### config.mk
export PLATFORM = sky130hd
export DESIGN_NAME = univ_shift_reg
export DESIGN_NICKNAME = d
export VERILOG_FILES = /design/src/rtl/univ_shift_reg.sv
export SDC_FILE = /design/constraint.sdc
export NUM_CORES = 1
export LEC_CHECK = 0
export BUFFER_PORTS_ARGS = -buffer_cell sky130_fd_sc_hd__buf_2
export CORE_MARGIN = 10
export CORE_UTILIZATION = 52
export DETAILED_ROUTE_END_ITERATION = 8
export PLACE_DENSITY = 0.94
export SLEW_MARGIN = 10
export SYNTH_ARGS = -nofsm -noshare
export SYNTH_HDL_FRONTEND = slang
export SYNTH_SLANG_ARGS = --single-unit
export TNS_END_PERCENT = 100
### constraint.sdc
create_clock -name clk -period 2.4 [get_ports clk]
set_input_delay 0.72 -clock clk [delete_from_list [all_inputs] [get_ports clk]]
set_output_delay 0.72 -clock clk [all_outputs]
set_load 0.05 [all_outputs]
### src/rtl/univ_shift_reg.sv
// Universal shift register with a burst sequencer.
// A WIDTH-bit register supports synchronous clear, set and parallel load.
// It shifts by STEP bits in one of four modes: logical left, logical right,
// rotate left or arithmetic right.
// A start/busy/done sequencer runs a burst of `count` shifts.
// The sequencer state is exposed on dbg_state (00 IDLE, 01 RUN, 10 DONE).
//
// Burst handshake: a request is taken only in IDLE, on an enabled edge
// where start=1 and no sclr/sset/load is asserted. On that edge, mode and
// count are captured. busy stays high for exactly the shift edges. done
// is a single-cycle pulse after the last shift, or straight after a
// zero-length request. start is ignored while busy or done is high. A
// clear, set or load during RUN ends the burst without a done pulse.
module univ_shift_reg #(
    parameter int WIDTH       = 8,
    parameter int STEP        = 1,
    parameter int CNT_W       = 4,
    parameter int RST_VALUE   = 2,
    parameter int LOAD_SVALUE = 4
) (
    input  logic             clk,
    input  logic             rst_n,
    input  logic             enable,
    input  logic             sclr,
    input  logic             sset,
    input  logic             load,
    input  logic [WIDTH-1:0] data,
    input  logic [STEP-1:0]  shiftin,
    input  logic [1:0]       mode,
    input  logic             start,
    input  logic [CNT_W-1:0] count,
    output logic             busy,
    output logic             done,
    output logic [WIDTH-1:0] q,
    output logic [STEP-1:0]  shiftout,
    output logic [1:0]       dbg_state
);

    typedef enum logic [1:0] {
        ST_IDLE = 2'b00,
        ST_RUN  = 2'b01,
        ST_DONE = 2'b10
    } state_e;

    localparam logic [WIDTH-1:0] RST_Q  = WIDTH'(RST_VALUE);
    localparam logic [WIDTH-1:0] SSET_Q = WIDTH'(LOAD_SVALUE);

    state_e             state_q, state_d;
    logic [CNT_W-1:0]   remaining_q, remaining_d;
    logic [1:0]         mode_r_q, mode_r_d;
    logic [WIDTH-1:0]   q_q, q_d;
    logic [WIDTH-1:0]   shifted;
    logic               any_ld;

    assign any_ld = sclr | sset | load;

    // One STEP-bit shift of the current contents according to the latched mode.
    always_comb begin
        shifted = q_q;
        case (mode_r_q)
            2'b00:   shifted = {q_q[WIDTH-1-STEP:0], shiftin};
            2'b01:   shifted = {shiftin, q_q[WIDTH-1:STEP]};
            2'b10:   shifted = {q_q[WIDTH-1-STEP:0], q_q[WIDTH-1:WIDTH-STEP]};
            default: shifted = {{STEP{q_q[WIDTH-1]}}, q_q[WIDTH-1:STEP]};
        endcase
    end

    // Next-state logic: sclr > sset > load > sequencer. Everything is gated by enable except DONE->IDLE.
    always_comb begin
        state_d     = state_q;
        remaining_d = remaining_q;
        mode_r_d    = mode_r_q;
        q_d         = q_q;
        if (enable) begin
            if (any_ld) begin
                if (sclr) begin
                    q_d = '0;
                end else if (sset) begin
                    q_d = SSET_Q;
                end else begin
                    q_d = data;
                end
                // A register write always leaves the sequencer idle, and silently aborts a running burst.
                state_d     = ST_IDLE;
                remaining_d = '0;
            end else begin
                case (state_q)
                    ST_IDLE: begin
                        if (start) begin
                            if (count != '0) begin
                                mode_r_d    = mode;
                                remaining_d = count;
                                state_d     = ST_RUN;
                            end else begin
                                state_d = ST_DONE;
                            end
                        end
                    end
                    ST_RUN: begin
                        q_d         = shifted;
                        remaining_d = remaining_q - CNT_W'(1);
                        if (remaining_q == CNT_W'(1)) begin
                            state_d = ST_DONE;
                        end
                    end
                    default: state_d = ST_IDLE;
                endcase
            end
        end else if (state_q == ST_DONE) begin
            state_d = ST_IDLE;
        end
    end

    // State, counter, latched mode and data registers with async active-low reset.
    always_ff @(posedge clk or negedge rst_n) begin
        if (!rst_n) begin
            state_q     <= ST_IDLE;
            remaining_q <= '0;
            mode_r_q    <= 2'b00;
            q_q         <= RST_Q;
        end else begin
            state_q     <= state_d;
            remaining_q <= remaining_d;
            mode_r_q    <= mode_r_d;
            q_q         <= q_d;
        end
    end

    // Outputs are decoded from registered state.
    // Left-moving modes expose the top STEP bits, right-moving modes expose the bottom STEP bits.
    always_comb begin
        busy      = (state_q == ST_RUN);
        done      = (state_q == ST_DONE);
        q         = q_q;
        dbg_state = state_q;
        shiftout  = mode_r_q[0] ? q_q[STEP-1:0] : q_q[WIDTH-1:WIDTH-STEP];
    end

endmodule

==> results.cfg <==
[die]
core_um2 = 1780
rows = 15
ios = 35
die_x_um = 64.1
die_area_um2 = 4110
start_util_pct = 56.8
die_height_um = 64.1

[clock_tree]
clockBufferDepth = 2
cts_sinks = 16
cts_tree = built
worstSkewPairLatency_ns = 0.28
hold_buffers = 0
postCtsSetupRepairBufs = 0
cts.clk_slew.worst_paths_ns = 0.09
cts-root-buf = clkbuf_4
cts_made_buffers = 3
post_cts_resized = 0
htreeDepth = 1

[finish]
n_antenna_cell = 0
fin_area_um2 = 1270
layout-drive-gt1-share_pct = 33.8
final_net_count = 179
syn_to_final_growth_pct = 25.8
nFillCells = 152

[timing]
clock.fmax_mhz = 464
timing.final.ws_setup_ns = 0.246
fin_setup_tns_ns = 0
tightestPinTransition_ns = 0.537
finalSetupViolations = 0
rsz0062_at_grt = false
period_share_pct = 89.7
clock_skew_ns = 0.00203
hold_viol_final = 0
maxSlewHeadroom_pct = 63.3
holdWs_ns = 0.334
slew_viol_final = 0
period_needed_ns = 2.15

[power_and_ir_drop]
seq_power_share_pct = 45.3
total_power_uw = 692
swShare_pct = 33.6
clkPwrFrac_pct = 25.5
p_leak_uw = 0.000616
comb_power_share_pct = 29.2
p_sw_uw = 232
internal_power_uw = 460
irDropWorstVdd_mv = 0.357
powerDensity_nw_per_um2 = 543

[grt]
antenna_found_initial = 0
grt_max_degree = 17
grtUsageMet1_pct = 16.2
grt_pass1_wl_mm = 5.01
use_met3_pct = 6.45
grt-busiest-layer = met2
track_usage_pct = 14.7
grt_pass1_vias = 1073
grt_use_met2_pct = 24.9
overflow = 0

[yosys]
yosysMostFrequentCell = dfrtp_1
synth-async-reset-ratio_pct = 100
synth-edff-count = 0
avgSynthCellArea_um2 = 8.81
yosysTopAreaCell = dfrtp_1
ys_seq_area_share_pct = 39.6
synth_nets = 139
ys.flop_type = dfrtp_1
netlist_area_um2 = 1010
synthDistinctLibCells = 36
synth_area_leaders = dfrtp_1 37%, mux2i_1 5.9%, a21oi_1 4.4%
ys_ff_latch = 16
netlist.area_leader.share_pct = 37.0
netlist_instances = 115
yosysWarnings = 0
yosys-top-cells-count = 15 x dfrtp_1, 11 x nand2_1, 11 x nor2_1, 9 x a21oi_1, 8 x o21ai_0

[placement]
dp_slack_ns = 0.194
gp_congestion = 0.932
hpwl_mm = 2.44
place.port_buffers = 34
post_dp_cell_area_um2 = 1240

[critical_path]
worstPathMaxFanout = 8
arrival_ns = 1.43
critical_path_class = reg -> out
reg2reg_depth = 4
cp-end-kind = output port
crit_path_start_kind = flip-flop
worstPathRequired_ns = 1.68

[worst_hold_path]
hold_class = in -> async

[routing]
dr.pass1.iters = 4
vias_per_cell = 5.86
antenna_left = 0
wl_mm = 3.04
first_iter_violations = 76
post_drt_wl_per_cell_um = 17.0
route.detailed.drc = 0
num_vias = 1049

[flow_run]
drv_cap = 0

[outcome]
status = finished, final reports clean
[routing by layer]
layer,share of wire (%),vias to the layer above,wire (um)
li1,-,496,-
met1,38,498,1160
met2,49,49,1490
met3,11,6,331
met4,1.8,0,55
met5,0,-,0
[cells by family after synthesis]
logic type,count (synthesis),share of synthesized area [%]
compound gates,34,20.5
fa+ha+maj,2,2.47
buf+inv,12,4.69
flops,16,39.6
mux,12,12.6
simple gates,39,20.1
[stage by stage]
stage	std cells	util [%]
6_report	179	71.5
5_1_grt	179	71.5
4_1_cts	179	71.5
3_5_place_dp	175	69.5
3_3_place_gp	175	69.5
2_1_floorplan	115	-
[critical path, cell delays in order (launching register included)]
cell	delay (ns)
dfrtp_1	0.46
nand2b_1	0.25
inv_1	0.16
buf_2	0.29
[power groups by stage]
| stage | logic, uW | registers (uW) | clock network (uW) |
|---|---|---|---|
| finish | 202 | 313 | 177 |
| CTS | 202 | 313 | 179 |
| global placement | 193 | 318 | 0 |
| global route | 219 | 317 | 190 |
| detailed placement | 201 | 319 | 0 |
| floorplan | 100 | 347 | 0 |
[layout by cell type, fill, tap and decap left out]
| cell type | count |
|---|---|
| a2111oi_0 | 1 |
| a21o_1 | 1 |
| a21oi_1 | 9 |
| a22oi_1 | 2 |
| a31oi_1 | 2 |
| buf_2 | 34 |
| buf_4 | 6 |
| clkbuf_4 | 3 |
| clkbuf_8 | 1 |
| dfrtp_1 | 15 |
| dfstp_2 | 1 |
| ha_1 | 2 |
| inv_1 | 7 |
| mux2_1 | 2 |
| mux2_2 | 4 |
| mux2i_1 | 6 |
| nand2_1 | 11 |
| nand2b_1 | 2 |
| nand3b_1 | 2 |
| nor2_1 | 11 |
| nor2b_1 | 1 |
| nor3_1 | 2 |
| nor3_2 | 1 |
| nor3b_1 | 2 |
| nor4_1 | 2 |
| o2111ai_1 | 1 |
| o211ai_1 | 1 |
| o21ai_0 | 8 |
| o21ai_1 | 2 |
| o22ai_1 | 2 |
| o2bb2ai_1 | 2 |
| o31ai_1 | 3 |
| or2_2 | 1 |
| or3_1 | 1 |
| or4_1 | 1 |
| or4b_1 | 1 |
| or4b_2 | 1 |
[flip-flops by register name, summed over array words and instances, names as in the netlist]
register / count
remaining_q: 4
q: 8
mode_r_q: 2
dbg_state: 2
[cell type report]
type	count	area, um^2	share of cell area, %
Multi-Input combinational cell	87	564	44.3
Clock buffer	4	36.3	2.85
Inverter	7	26.3	2.06
Sequential cell	16	402	31.5
Timing Repair Buffer	40	215	16.9
Tap cell	25	31.3	2.45
[path summary, 6_finish.rpt]
path / startpoint / to / slack (ns)
hold / removal: rst_n / remaining_q[0]$_DFFE_PN0P_ / 0.33
min in group clk: q[1]$_DFFE_PN1P_ / q[1]$_DFFE_PN1P_ / 0.50
max in group asynchronous: rst_n / q[1]$_DFFE_PN1P_ / 1.76
setup / recovery: dbg_state[1]$_DFFE_PN0P_ / busy / 0.25
setup reg to reg: dbg_state[1]$_DFFE_PN0P_ / mode_r_q[1]$_DFFE_PN0P_ / 0.69
hold reg to reg: q[1]$_DFFE_PN1P_ / q[1]$_DFFE_PN1P_ / 0.50
Note: power is estimated with default switching activity, not from simulation.
